**config.mk**
```make
export PLATFORM = sky130hd
export DESIGN_NAME = dram_arbiter
export DESIGN_NICKNAME = d
export VERILOG_FILES = /design/src/rtl/dram_arbiter_pkg.sv /design/src/rtl/dram_arbiter_picker.sv /design/src/rtl/dram_arbiter.sv
export SDC_FILE = /design/constraint.sdc
export NUM_CORES = 1
export LEC_CHECK = 0
export ABC_CLOCK_PERIOD_IN_PS = 7040
export BUFFER_PORTS_ARGS = -buffer_cell sky130_fd_sc_hd__buf_2
export CORE_MARGIN = 4
export CORE_UTILIZATION = 45
export CTS_BUF_LIST = sky130_fd_sc_hd__clkbuf_2
export CTS_CLUSTER_DIAMETER = 60
export CTS_CLUSTER_SIZE = 25
export DETAILED_ROUTE_END_ITERATION = 12
export GPL_TIMING_DRIVEN = 0
export PLACE_DENSITY = 0.78
export SLEW_MARGIN = 20
export SYNTH_ARGS = -nofsm -noshare
export SYNTH_HDL_FRONTEND = slang
export SYNTH_HIERARCHICAL = 1
export SYNTH_SLANG_ARGS = --single-unit
export TNS_END_PERCENT = 100
```
**constraint.sdc**
```tcl
create_clock -name clk -period 7.04 [get_ports clk]
set_clock_uncertainty 0.05 [all_clocks]
set_input_delay 0.352 -clock clk [delete_from_list [all_inputs] [get_ports clk]]
set_output_delay 0.352 -clock clk [all_outputs]
set_load 0.05 [all_outputs]
```
**src/rtl/dram_arbiter_pkg.sv**
```systemverilog
// Shared types and constants for the multi-core data RAM arbiter.
package dram_arbiter_pkg;

    typedef enum logic [1:0] {
        IDLE,
        ISSUE,
        WAIT,
        RESP
    } state_t;

    // Read latency counter is sized for the largest supported RD_LAT.
    localparam int MAX_RD_LAT = 255;
    localparam int CNT_W      = $clog2(MAX_RD_LAT + 1);

    localparam int DEFAULT_N_CORES = 4;
    localparam int PTR_RST_DEFAULT = DEFAULT_N_CORES - 1;

endpackage

```
**src/rtl/dram_arbiter_picker.sv**
```systemverilog
// Combinational round-robin picker: first requester strictly after ptr, wrapping.
module rr_priority_picker #(
    parameter int N  = 4,
    parameter int IW = 2
) (
    input  logic [N-1:0]  i_req,
    input  logic [IW-1:0] i_ptr,
    output logic [N-1:0]  o_onehot,
    output logic [IW-1:0] o_index
);

    logic [IW-1:0] w_cand [N];

    for (genvar gi = 0; gi < N; gi++) begin : g_cand
        assign w_cand[gi] = IW'((int'(i_ptr) + gi + 1) % N);
    end

    // Walk from the farthest candidate back so the nearest one after ptr wins.
    always_comb begin
        o_onehot = '0;
        o_index  = '0;
        for (int off = N - 1; off >= 0; off--) begin
            if (i_req[w_cand[off]]) begin
                o_onehot              = '0;
                o_onehot[w_cand[off]] = 1'b1;
                o_index               = w_cand[off];
            end
        end
    end

endmodule

```
**src/rtl/dram_arbiter.sv**
```systemverilog
// Serialises per-core read/write requests onto one RAM port, steers read data
// back with a one-cycle ack, and gathers core_done pulses into all_done.
module dram_arbiter
    import dram_arbiter_pkg::*;
#(
    parameter int N_CORES = DEFAULT_N_CORES,
    parameter int AW      = 16,
    parameter int DW      = 16,
    parameter int RD_LAT  = 1
) (
    input  logic                  clk,
    input  logic                  rst_n,
    input  logic [N_CORES-1:0]    req,
    input  logic [N_CORES-1:0]    wr,
    input  logic [N_CORES*AW-1:0] addr,
    input  logic [N_CORES*DW-1:0] wdata,
    output logic [N_CORES-1:0]    ack,
    output logic [DW-1:0]         rdata,
    output logic [N_CORES-1:0]    gnt,
    output logic [AW-1:0]         mem_addr,
    output logic [DW-1:0]         mem_wdata,
    output logic                  mem_wren,
    input  logic [DW-1:0]         mem_rdata,
    input  logic [N_CORES-1:0]    core_done,
    output logic                  all_done
);

    localparam int PW = $clog2(N_CORES);
    // Pointer starts on the last core so core 0 wins the first arbitration.
    localparam int PTR_RST = PTR_RST_DEFAULT - DEFAULT_N_CORES + N_CORES;

    state_t               r_state, w_state_next;
    logic [PW-1:0]        r_ptr;
    logic [CNT_W-1:0]     r_cnt;
    logic                 r_wr_q;
    logic [N_CORES-1:0]   r_gnt, r_ack, r_done_q;
    logic [DW-1:0]        r_rdata, r_mem_wdata;
    logic [AW-1:0]        r_mem_addr;
    logic                 r_mem_wren, r_all_done;

    logic [N_CORES-1:0]   w_win_oh;
    logic [PW-1:0]        w_win_idx;
    logic [AW-1:0]        w_win_addr;
    logic [DW-1:0]        w_win_wdata;

    rr_priority_picker #(
        .N  (N_CORES),
        .IW (PW)
    ) u_picker (
        .i_req    (req),
        .i_ptr    (r_ptr),
        .o_onehot (w_win_oh),
        .o_index  (w_win_idx)
    );

    assign w_win_addr  = addr[w_win_idx*AW +: AW];
    assign w_win_wdata = wdata[w_win_idx*DW +: DW];

    always_ff @(posedge clk or negedge rst_n) begin
        if (!rst_n) r_state <= IDLE;
        else        r_state <= w_state_next;
    end

    always_comb begin
        w_state_next = r_state;
        case (r_state)
            IDLE:    if (|req) w_state_next = ISSUE;
            ISSUE:   w_state_next = r_wr_q ? RESP : WAIT;
            WAIT:    if (r_cnt == CNT_W'(1)) w_state_next = RESP;
            RESP:    w_state_next = IDLE;
            default: w_state_next = IDLE;
        endcase
    end

    always_ff @(posedge clk or negedge rst_n) begin
        if (!rst_n) begin
            r_ptr       <= PW'(PTR_RST);
            r_cnt       <= '0;
            r_wr_q      <= 1'b0;
            r_gnt       <= '0;
            r_ack       <= '0;
            r_rdata     <= '0;
            r_mem_addr  <= '0;
            r_mem_wdata <= '0;
            r_mem_wren  <= 1'b0;
        end else begin
            r_ack      <= '0;
            r_mem_wren <= 1'b0;
            case (r_state)
                IDLE: begin
                    // Inputs are sampled only here; later changes are ignored.
                    if (|req) begin
                        r_mem_addr  <= w_win_addr;
                        r_mem_wdata <= w_win_wdata;
                        r_wr_q      <= wr[w_win_idx];
                        r_mem_wren  <= wr[w_win_idx];
                        r_gnt       <= w_win_oh;
                        r_ptr       <= w_win_idx;
                    end
                end
                ISSUE: begin
                    if (r_wr_q) r_ack <= r_gnt;
                    else        r_cnt <= CNT_W'(RD_LAT);
                end
                WAIT: begin
                    r_cnt <= r_cnt - 1'b1;
                    if (r_cnt == CNT_W'(1)) begin
                        r_rdata <= mem_rdata;
                        r_ack   <= r_gnt;
                    end
                end
                RESP:    r_gnt <= '0;
                default: ;
            endcase
        end
    end

    always_ff @(posedge clk or negedge rst_n) begin
        if (!rst_n) begin
            r_done_q   <= '0;
            r_all_done <= 1'b0;
        end else begin
            r_done_q   <= r_done_q | core_done;
            r_all_done <= &r_done_q;
        end
    end

    assign ack       = r_ack;
    assign rdata     = r_rdata;
    assign gnt       = r_gnt;
    assign mem_addr  = r_mem_addr;
    assign mem_wdata = r_mem_wdata;
    assign mem_wren  = r_mem_wren;
    assign all_done  = r_all_done;

endmodule
```
==> metrics.csv <==
stage,metric,value,unit
outcome,status,"complete, no violations",
logic_synthesis,synth_top_family_by_area,multiplexers,
logic_synthesis,ys_types,53,
global_route,gr-usage-met3,0.0543,
layout,nFillCells,769,
global_route,grt_start_max_net_pins,46,
setup_path,cp.required,7.40,ns
timing,period_minus_slack,4.17,ns
logic_synthesis,synth_top_area_cell,dfrtp_1,
logic_synthesis,synth_cells,329,
detailed_routing,wl_per_cell,18.3,um
timing,tightest_slew,0.689,ns
logic_synthesis,synth_xor_area_frac,0.00973,
layout,design_area,6060,um2
floorplan,core_region_area,9770,um2
clock_network,cts_made_buffers,9,
layout,instances_no_fill,712,
floorplan,die_x,108,um
logic_synthesis,yosys_register_bits,75,
timing,slew_headroom,0.541,
logic_synthesis,synthMuxAreaShare,0.340,
logic_synthesis,synth_common_cells,"73 x dfrtp_1, 41 x mux2_2, 23 x mux4_2, 16 x nand2_1",
logic_synthesis,synth_top_area_frac,0.406,
setup_path,end_kind,register,
placement,io_buffer_count,215,
detailed_routing,vias_per_cell,5.29,
floorplan,rows,36,
timing,finalCritPeriodShare,0.592,
clock_network,cts_num_sinks,75,
setup_path,crit_fanout,10,
detailed_routing,drt-total-wl,13000,um
timing,setup_viol,0,
floorplan,die_h,108,um
logic_synthesis,yosys-top-cells-area,"dfrtp_1 41%, mux4_2 12%, mux2_2 10%",
timing,max_freq,240,MHz
clock_network,cts_resized,0,
min_path,min_path_type,in -> reg,
global_route,grt_overflow,0,
logic_synthesis,async_flop_share,1.00,
layout,drive_gt1_frac,0.572,
clock_network,post-cts-setup-buffers,0,
detailed_routing,first_pass_iters,4,
logic_synthesis,yosysWarnings,6,
setup_path,worstPathArrival,4.53,ns
floorplan,die_area,11700,um2
logic_synthesis,synth_nets,502,
setup_path,crit_buf_inv,5,
placement,dp.final_hpwl,10000,um
global_route,grt_pass1_vias,3872,
job,maxCapViolCount,0,
layout,insertedDiodeCount,0,
timing,rsz0062_at_grt,false,
detailed_routing,vias,3770,
global_route,antenna_found_initial,1,
timing,fin_setup_tns,0,ns
setup_path,cpLargestDelayFamily,multiplexers,
pwr,peakVddDrop,285,uV
setup_path,cp-start-kind,register,
logic_synthesis,yosysMostFrequentCell,dfrtp_1,
clock_network,cts_tree,yes,
setup_path,worstSetupPathType,reg -> reg,
logic_synthesis,syn_area,4500,um2
placement,gp_congestion,0.883,
global_route,met1_usage,0.268,
global_route,grt_use_total,0.215,
clock_network,cts_max_path_buffers,2,
logic_synthesis,yosys.area_share.simple,0.0818,
global_route,grt.busiest_layer,met2,
pwr,p_leak,2.94,nW
setup_path,slowest_stage,dfstp_2,
timing,slew_viol_final,0,
logic_synthesis,avgSynthCellArea,13.7,um2
clock_network,cts-root-buf,clkbuf_2,
placement,placedCellCount,678,
logic_synthesis,synth-compound-area-share,0.0681,
pwr,p_per_area,554,nW/um2
detailed_routing,ant_nets,0,
logic_synthesis,ys_dominant_reg_cell,dfrtp_1,
global_route,grt.met2_usage,0.368,
timing,hold_viol,0,
setup_path,cpMostUsedCell,buf_6,
layout,nets,747,
clock_network,clock_latency,0.51,ns
detailed_routing,drt_iter0_markers,227,
setup_path,path_cells,buf_6 > clkinv_1 > ha_1 > buf_2 > mux2_1 > o21ai_1 > o21ai_0 > a21oi_1 > buf_6 > buf_6 > mux4_1 > mux2_2,
clock_network,htreeDepth,3,
layout,flow.area_growth_from_synthesis,34.7,%
logic_synthesis,synth_adder_area_share,0.0417,
floorplan,ioPinCount,216,
setup_path,critical_path.max_stage_delay,0.64,ns
detailed_routing,drcViolationCount,0,
global_route,grt_pass1_wl,19500,um
floorplan,start_util,0.460,
logic_synthesis,synth-edff-count,0,
placement,placed_area,5760,um2
clock_network,cts.clk_slew.worst_paths,0.20,ns
logic_synthesis,seq_area_frac_synth,0.418,
where the power goes:
part	switching [mW]	internal [mW]	total [mW]
sequential	0.127	0.631	0.758
combinational	1.37	0.991	2.36
clock	0.159	0.0831	0.242
total	1.65	1.70	3.36
worst paths after layout:
path	slack, ns	end	cells after the start	startpoint
worst max-delay path	2.87	mem_wdata[2]	12	r_ptr[0]
worst min-delay path	0.04	rdata[8]	2	mem_rdata[8]
worst max register to register	2.87	mem_wdata[2]	12	r_ptr[0]
worst min register to register	0.44	r_done_q[1]	1	r_done_q[1]
max in group asynchronous	6.10	r_cnt[2]	3	rst_n
min in group asynchronous	0.22	mem_addr[13]	2	rst_n
layer usage:
layer,share of wire,wire length [um]
met2,0.51,6590
met3,0.071,930
met4,0.018,234
met5,0.0015,20
met1,0.40,5230
kinds of logic after synthesis:
| logic type | after synthesis |
|---|---|
| multiplexers | 97 |
| buffers and inverters | 28 |
| AND/OR/NAND/NOR | 63 |
| XOR/XNOR | 5 |
| flip-flops | 75 |
| AO/OA/AOI/OAI | 46 |
| adder cells (fa/ha/maj) | 15 |
cell type report:
class | count | area, um2 | share of cell area
inverter | 10 | 37.5 | 0.00619
tap | 133 | 166 | 0.0275
sequential | 75 | 1880 | 0.310
clock inverter | 6 | 65.1 | 0.0107
buffer | 18 | 146 | 0.0242
multi-input combinational | 226 | 2440 | 0.402
clock buffer | 10 | 50.0 | 0.00826
timing repair buffer | 234 | 1280 | 0.211
cell usage in the layout (no fill, tap or decap), types with 3 or more instances in the layout:
cell / n
a21oi_1: 11
dfrtp_1: 73
mux2_2: 41
xor2_1: 4
inv_1: 8
mux2_4: 10
mux2i_1: 7
or2_2: 4
mux4_2: 23
dlygate4sd3_1: 18
and3_1: 4
clkinvlp_4: 3
o21ai_0: 7
nor2_1: 15
ha_1: 15
clkbuf_2: 11
mux2_1: 6
buf_2: 216
a31oi_1: 7
nand2_1: 16
nor3_1: 4
buf_6: 10
nor2b_1: 5
clkbuf_1: 4
mux4_1: 10
o211ai_1: 5
timing repair:
action                     4_1_cts  5_1_grt
hold endpoints to repair        43        2
setup endpoints to repair        0        0
hold buffers                    16        2
state kept, by name, indices dropped and copies added, names as in the netlist:
signal and count:
mem_addr 16, mem_wdata 16, rdata 16, r_cnt 8, ack 4, gnt 4, r_done_q 4, r_ptr 2
r_state 2, all_done 1, mem_wren 1, r_wr_q 1
per-stage QoR:
stage	hold slack, ns	power, mW	utilization	setup slack, ns
global route	0.00227	3.56	0.620	2.62
global placement	0.389	3.06	0.587	2.96
CTS	0.00365	3.37	0.618	2.87
floorplan	0.00641	2.60	-	3.32
finish	0.0357	3.36	0.620	2.87
detailed placement	0.270	3.12	0.590	2.90
Note: power is estimated with default switching activity, not from simulation.
